==> config.mk <==
export PLATFORM = sky130hd
export DESIGN_NAME = mem_1r1w_masked_fwd
export DESIGN_NICKNAME = d
export VERILOG_FILES = /design/src/rtl/mem_1r1w_masked_fwd.sv
export SDC_FILE = /design/constraint.sdc
export NUM_CORES = 2
export LEC_CHECK = 0
export ABC_AREA = 0
export CORE_MARGIN = 3
export CORE_UTILIZATION = 43
export CTS_CLUSTER_SIZE = 10
export DETAILED_ROUTE_END_ITERATION = 10
export GPL_ROUTABILITY_DRIVEN = 0
export GPL_TIMING_DRIVEN = 0
export PLACE_DENSITY_LB_ADDON = 0.05
export SYNTH_ARGS = -nofsm -noshare
export SYNTH_HDL_FRONTEND = slang
export SYNTH_SLANG_ARGS = --single-unit
==> constraint.sdc <==
create_clock -name clock -period 1.5 [get_ports clock]
set_input_delay 0.3 -clock clock [delete_from_list [all_inputs] [get_ports clock]]
set_output_delay 0.3 -clock clock [all_outputs]
set_load 0.05 [all_outputs]
==> src/rtl/mem_1r1w_masked_fwd.sv <==
// Byte-masked 1R1W RAM with write-first forwarding and a registered
// read pipeline of READ_LATENCY stages; lanes are merged at the last stage.
module mem_1r1w_masked_fwd #(
  parameter int DEPTH        = 32,
  parameter int WIDTH        = 64,
  parameter int MASK_GRAN    = 8,
  parameter int READ_LATENCY = 1,
  localparam int ADDR_W = (DEPTH <= 2) ? 1 : $clog2(DEPTH),
  localparam int MASK_W = WIDTH / MASK_GRAN
) (
  input  logic              clock,
  input  logic              reset_n,
  input  logic [ADDR_W-1:0] R0_addr,
  input  logic              R0_en,
  output logic [WIDTH-1:0]  R0_data,
  output logic              R0_valid,
  input  logic [ADDR_W-1:0] W0_addr,
  input  logic              W0_en,
  input  logic [WIDTH-1:0]  W0_data,
  input  logic [MASK_W-1:0] W0_mask
);

  if (WIDTH % MASK_GRAN != 0) begin : g_bad_gran
    $error("WIDTH must be a multiple of MASK_GRAN");
  end
  if (READ_LATENCY < 1 || READ_LATENCY > 4) begin : g_bad_lat
    $error("READ_LATENCY must be in 1..4");
  end
  if (DEPTH < 2) begin : g_bad_depth
    $error("DEPTH must be at least 2");
  end

  typedef struct packed {
    logic              hit;
    logic [MASK_W-1:0] mask;
    logic [WIDTH-1:0]  wdata;
    logic [WIDTH-1:0]  old;
  } rd_t;

  logic [WIDTH-1:0] mem_q [DEPTH];

  logic r_in;
  logic w_in;

  if (DEPTH == (1 << ADDR_W)) begin : g_pow2
    assign r_in = 1'b1;
    assign w_in = 1'b1;
  end else begin : g_npow2
    localparam logic [ADDR_W:0] LIM = DEPTH[ADDR_W:0];
    assign r_in = {1'b0, R0_addr} < LIM;
    assign w_in = {1'b0, W0_addr} < LIM;
  end

  rd_t iss;

  // Read-first snapshot; the write's effect is reapplied at the merge.
  always_comb begin
    iss       = '0;
    iss.old   = r_in ? mem_q[R0_addr] : '0;
    iss.hit   = W0_en && w_in && r_in
              && (R0_addr == W0_addr);
    iss.mask  = W0_mask;
    iss.wdata = W0_data;
  end

  always_ff @(posedge clock) begin
    if (W0_en && w_in) begin
      for (int i = 0; i < MASK_W; i++) begin
        if (W0_mask[i]) begin
          mem_q[W0_addr][i*MASK_GRAN +: MASK_GRAN]
            <= W0_data[i*MASK_GRAN +: MASK_GRAN];
        end
      end
    end
  end

  rd_t                    st_q [READ_LATENCY];
  logic [READ_LATENCY-1:0] vld_q;

  always_ff @(posedge clock or negedge reset_n) begin
    if (!reset_n) begin
      vld_q <= '0;
      for (int k = 0; k < READ_LATENCY; k++) begin
        st_q[k] <= '0;
      end
    end else begin
      vld_q[0] <= R0_en;
      if (R0_en) begin
        st_q[0] <= iss;
      end
      for (int k = 1; k < READ_LATENCY; k++) begin
        vld_q[k] <= vld_q[k-1];
        if (vld_q[k-1]) begin
          st_q[k] <= st_q[k-1];
        end
      end
    end
  end

  rd_t              last;
  logic [WIDTH-1:0] lane_m;

  assign last = st_q[READ_LATENCY-1];

  always_comb begin
    lane_m = '0;
    for (int i = 0; i < MASK_W; i++) begin
      lane_m[i*MASK_GRAN +: MASK_GRAN] = {MASK_GRAN{last.mask[i]}};
    end
  end

  assign R0_data  = last.hit
                  ? ((last.wdata & lane_m) | (last.old & ~lane_m))
                  : last.old;
  assign R0_valid = vld_q[READ_LATENCY-1];

endmodule

==> results.json <==
{
  "ant_nets": 0,
  "overflow": 0,
  "synth_area_leaders": "edfxtp_1 (72%), mux4_2 (10%), dfrtp_1 (4.0%)",
  "cts_buffers": 241,
  "routed_via_density": 6.01,
  "design.die.area_mm2": 0.204,
  "track_usage": 0.281,
  "hold_viol": 0,
  "io_pins": 151,
  "die_y_um": 452,
  "h-tree-depth": 4,
  "ir_drop_uv": 1250,
  "routed-via-count": 46100,
  "dieWidth_um": 452,
  "fill_cells": 15600,
  "yosysSeqAreaShare": 0.759,
  "grt_max_degree": 59,
  "synth-main-ff-cell": "edfxtp_1",
  "nets": 4894,
  "period_share": 1.78,
  "synth.distinct_cells": 37,
  "violations": "negative setup slack",
  "rsz0062_at_grt": "yes",
  "status": "finished with violations",
  "synth_top_area_frac": 0.719,
  "fin_hold_ws_ps": 18.1,
  "placed_cells": 7083,
  "synthesis.nets": 4372,
  "drive_above_1_share": 0.380,
  "crit_required_ps": 1200,
  "layout_setup_ws_ps": -1180,
  "drc": 0,
  "critical_path.startpoint_type": "flop",
  "initial_core_util": 0.433,
  "syn_inst": 4286,
  "path_max_fanout": 5,
  "ys_ff_latch": 2186,
  "rows": 163,
  "clk_latency_ps": 870,
  "grt_pass1_vias": 45800,
  "io_buffers": 144,
  "wirelength_um": 289000,
  "fin_worst_skew_ps": 24.0,
  "hp-class": "in2reg",
  "routedWlPerCell_um": 37.6,
  "clock_path_buffers": 3,
  "areaGrowthSynthToFinish_pct": 22.7,
  "maxCapViolCount": 0,
  "core_mm2": 0.198,
  "hpwl_um": 185000,
  "setup_viol": 376,
  "period_needed_ps": 2680,
  "p_leak_nw": 34.0,
  "clkSinkCount": 2186,
  "cts_tree": "yes",
  "max_freq_ghz": 0.374,
  "regToRegStartpoint": "mem_q[19][32]",
  "grt_pass1_wl_um": 391000,
  "cp-end-kind": "output port",
  "p_per_area_mw_per_mm2": 1280,
  "pre_cts_ws_ps": -3800,
  "synth_area_leader_cell": "edfxtp_1",
  "synth_edf_count": 2048,
  "drtIter0Drc": 5946,
  "relSlewSlack": 0.0721,
  "cp.arrival_ps": 2380,
  "clk_pin_slew_ps": 60,
  "worst_pin_slew_ps": 1390,
  "crit_type": "reg2out",
  "min-delay-start": "W0_data[33]",
  "antenna_found_initial": 16,
  "ys_async_sr_fraction": 0.0631,
  "stdcell_count": 7664,
  "root_buffer": "clkbuf_16",
  "avgSynthCellArea_um2": 20.0,
  "synth.cell_area_mm2": 0.0856,
  "slew_violations": 0,
  "cp-startpoint": "last[136]",
  "dr.pass1.iters": 6,
  "yosysWarnings": 0
}
[stage by stage]
stage           util  setup TNS [ps]  instance area (um2)  power [mW]
6_report       0.532          -87680               105000         134
5_1_grt        0.532          -84530               105000         138
4_1_cts        0.529          -89310               104000         135
3_5_place_dp   0.463        -5864950                91600        79.2
3_3_place_gp   0.461        -8009740                91200        79.1
2_1_floorplan      -         -400960                86400        74.2
[path summary, 6_finish.rpt]
kind                                  to  slack [ps]  depth (start not counted)
min in group asynchronous      last[124]         540                          4
setup reg to reg                last[32]        -260                          5
hold reg to reg                last[119]         510                          1
hold / removal             mem_q[31][33]          20                          1
max in group asynchronous       last[29]          80                          5
setup / recovery             R0_data[11]       -1180                          5
[area by class of cell]
class | count | area [um2] | area share
inverter | 1 | 3.75 | 0.0000357
tap | 2640 | 3300 | 0.0314
timing repair buffer | 288 | 3630 | 0.0346
clock inverter | 12 | 169 | 0.00161
buffer | 263 | 2540 | 0.0242
multi-input combinational | 1827 | 23400 | 0.223
clock buffer | 442 | 6980 | 0.0665
antenna | 5 | 12.5 | 0.000119
sequential | 2186 | 65000 | 0.618
[kinds of logic after synthesis]
group           Yosys count  synth area share
buf+inv                 273            0.0149
flops                  2186             0.759
compound gates          421            0.0355
xor+xnor                  5          0.000512
simple gates            547            0.0283
mux                     854             0.162
[critical path, cell delays in order, from the launching register on]
cell	delay, ps
dfrtp_2	450
clkbuf_16	290
nand2_8	120
buf_12	160
mux2_4	300
buf_8	150
[where the power goes]
part,internal (mW),switching (mW),leakage [nW]
Sequential,67.6,0.510,20.1
Clock,31.2,23.7,3.40
Combinational,4.20,7.28,10.5
[per-layer routing]
layer | GRT usage | up-vias | wire [um]
li1 | - | 18700 | -
met1 | 0.400 | 25000 | 122000
met2 | 0.438 | 1910 | 135000
met4 | 0.0993 | 6 | 11400
met3 | 0.0515 | 423 | 20500
met5 | 0 | - | 40
[state kept, by name, summed over array words and instances, names as in the netlist]
register / cells
R0_valid: 1
lane_m: 8
last: 129
mem_q: 2048
[cell usage in the layout (no fill, tap or decap), types with 9 or more instances in the layout]
cell	n
clkbuf_1	213
nand2_1	62
o22ai_1	51
a211oi_2	83
o221ai_1	13
nor2b_4	44
edfxtp_1	2048
o21ai_1	35
mux2_4	70
o211ai_1	53
nor2b_1	9
clkdlybuf4s50_1	45
buf_6	72
nand2b_1	51
nand2_8	18
mux2i_2	19
a22oi_1	48
a221oi_2	9
nand2_4	22
mux2i_1	147
mux2i_4	26
mux2_2	194
buf_8	40
buf_16	24
nor2_1	15
buf_4	74
dfrtp_1	137
a21oi_1	13
clkbuf_2	61
o21ai_0	32
nand3_1	51
buf_12	79
nor2_4	255
clkbuf_4	27
mux4_2	397
clkbuf_8	18
buf_2	66
clkbuf_16	258
a211oi_1	12
a221o_1	51
[cell usage after synthesis, drive strengths merged, types with 51 or more instances]
cell,count
a221o,51
edfxtp,2048
nand3,51
nor2b,53
mux4,397
o211ai,53
mux2,265
mux2i,192
dfrtp,138
nor2,273
buf,131
nand2,104
clkbuf,141
o22ai,51
o21ai,74
a211oi,100
nand2b,53
[what timing repair did]
item | in CTS | in global routing
gates cloned | 3 | 1
hold buffers | 7 | 0
pin swaps | 173 | 21
endpoints found under the hold margin | 83 | 0
endpoints found under the setup margin | 2247 | 864
gates resized for setup | 1629 | 69
setup buffers | 90 | 29
Note: power is estimated with default switching activity, not from simulation.
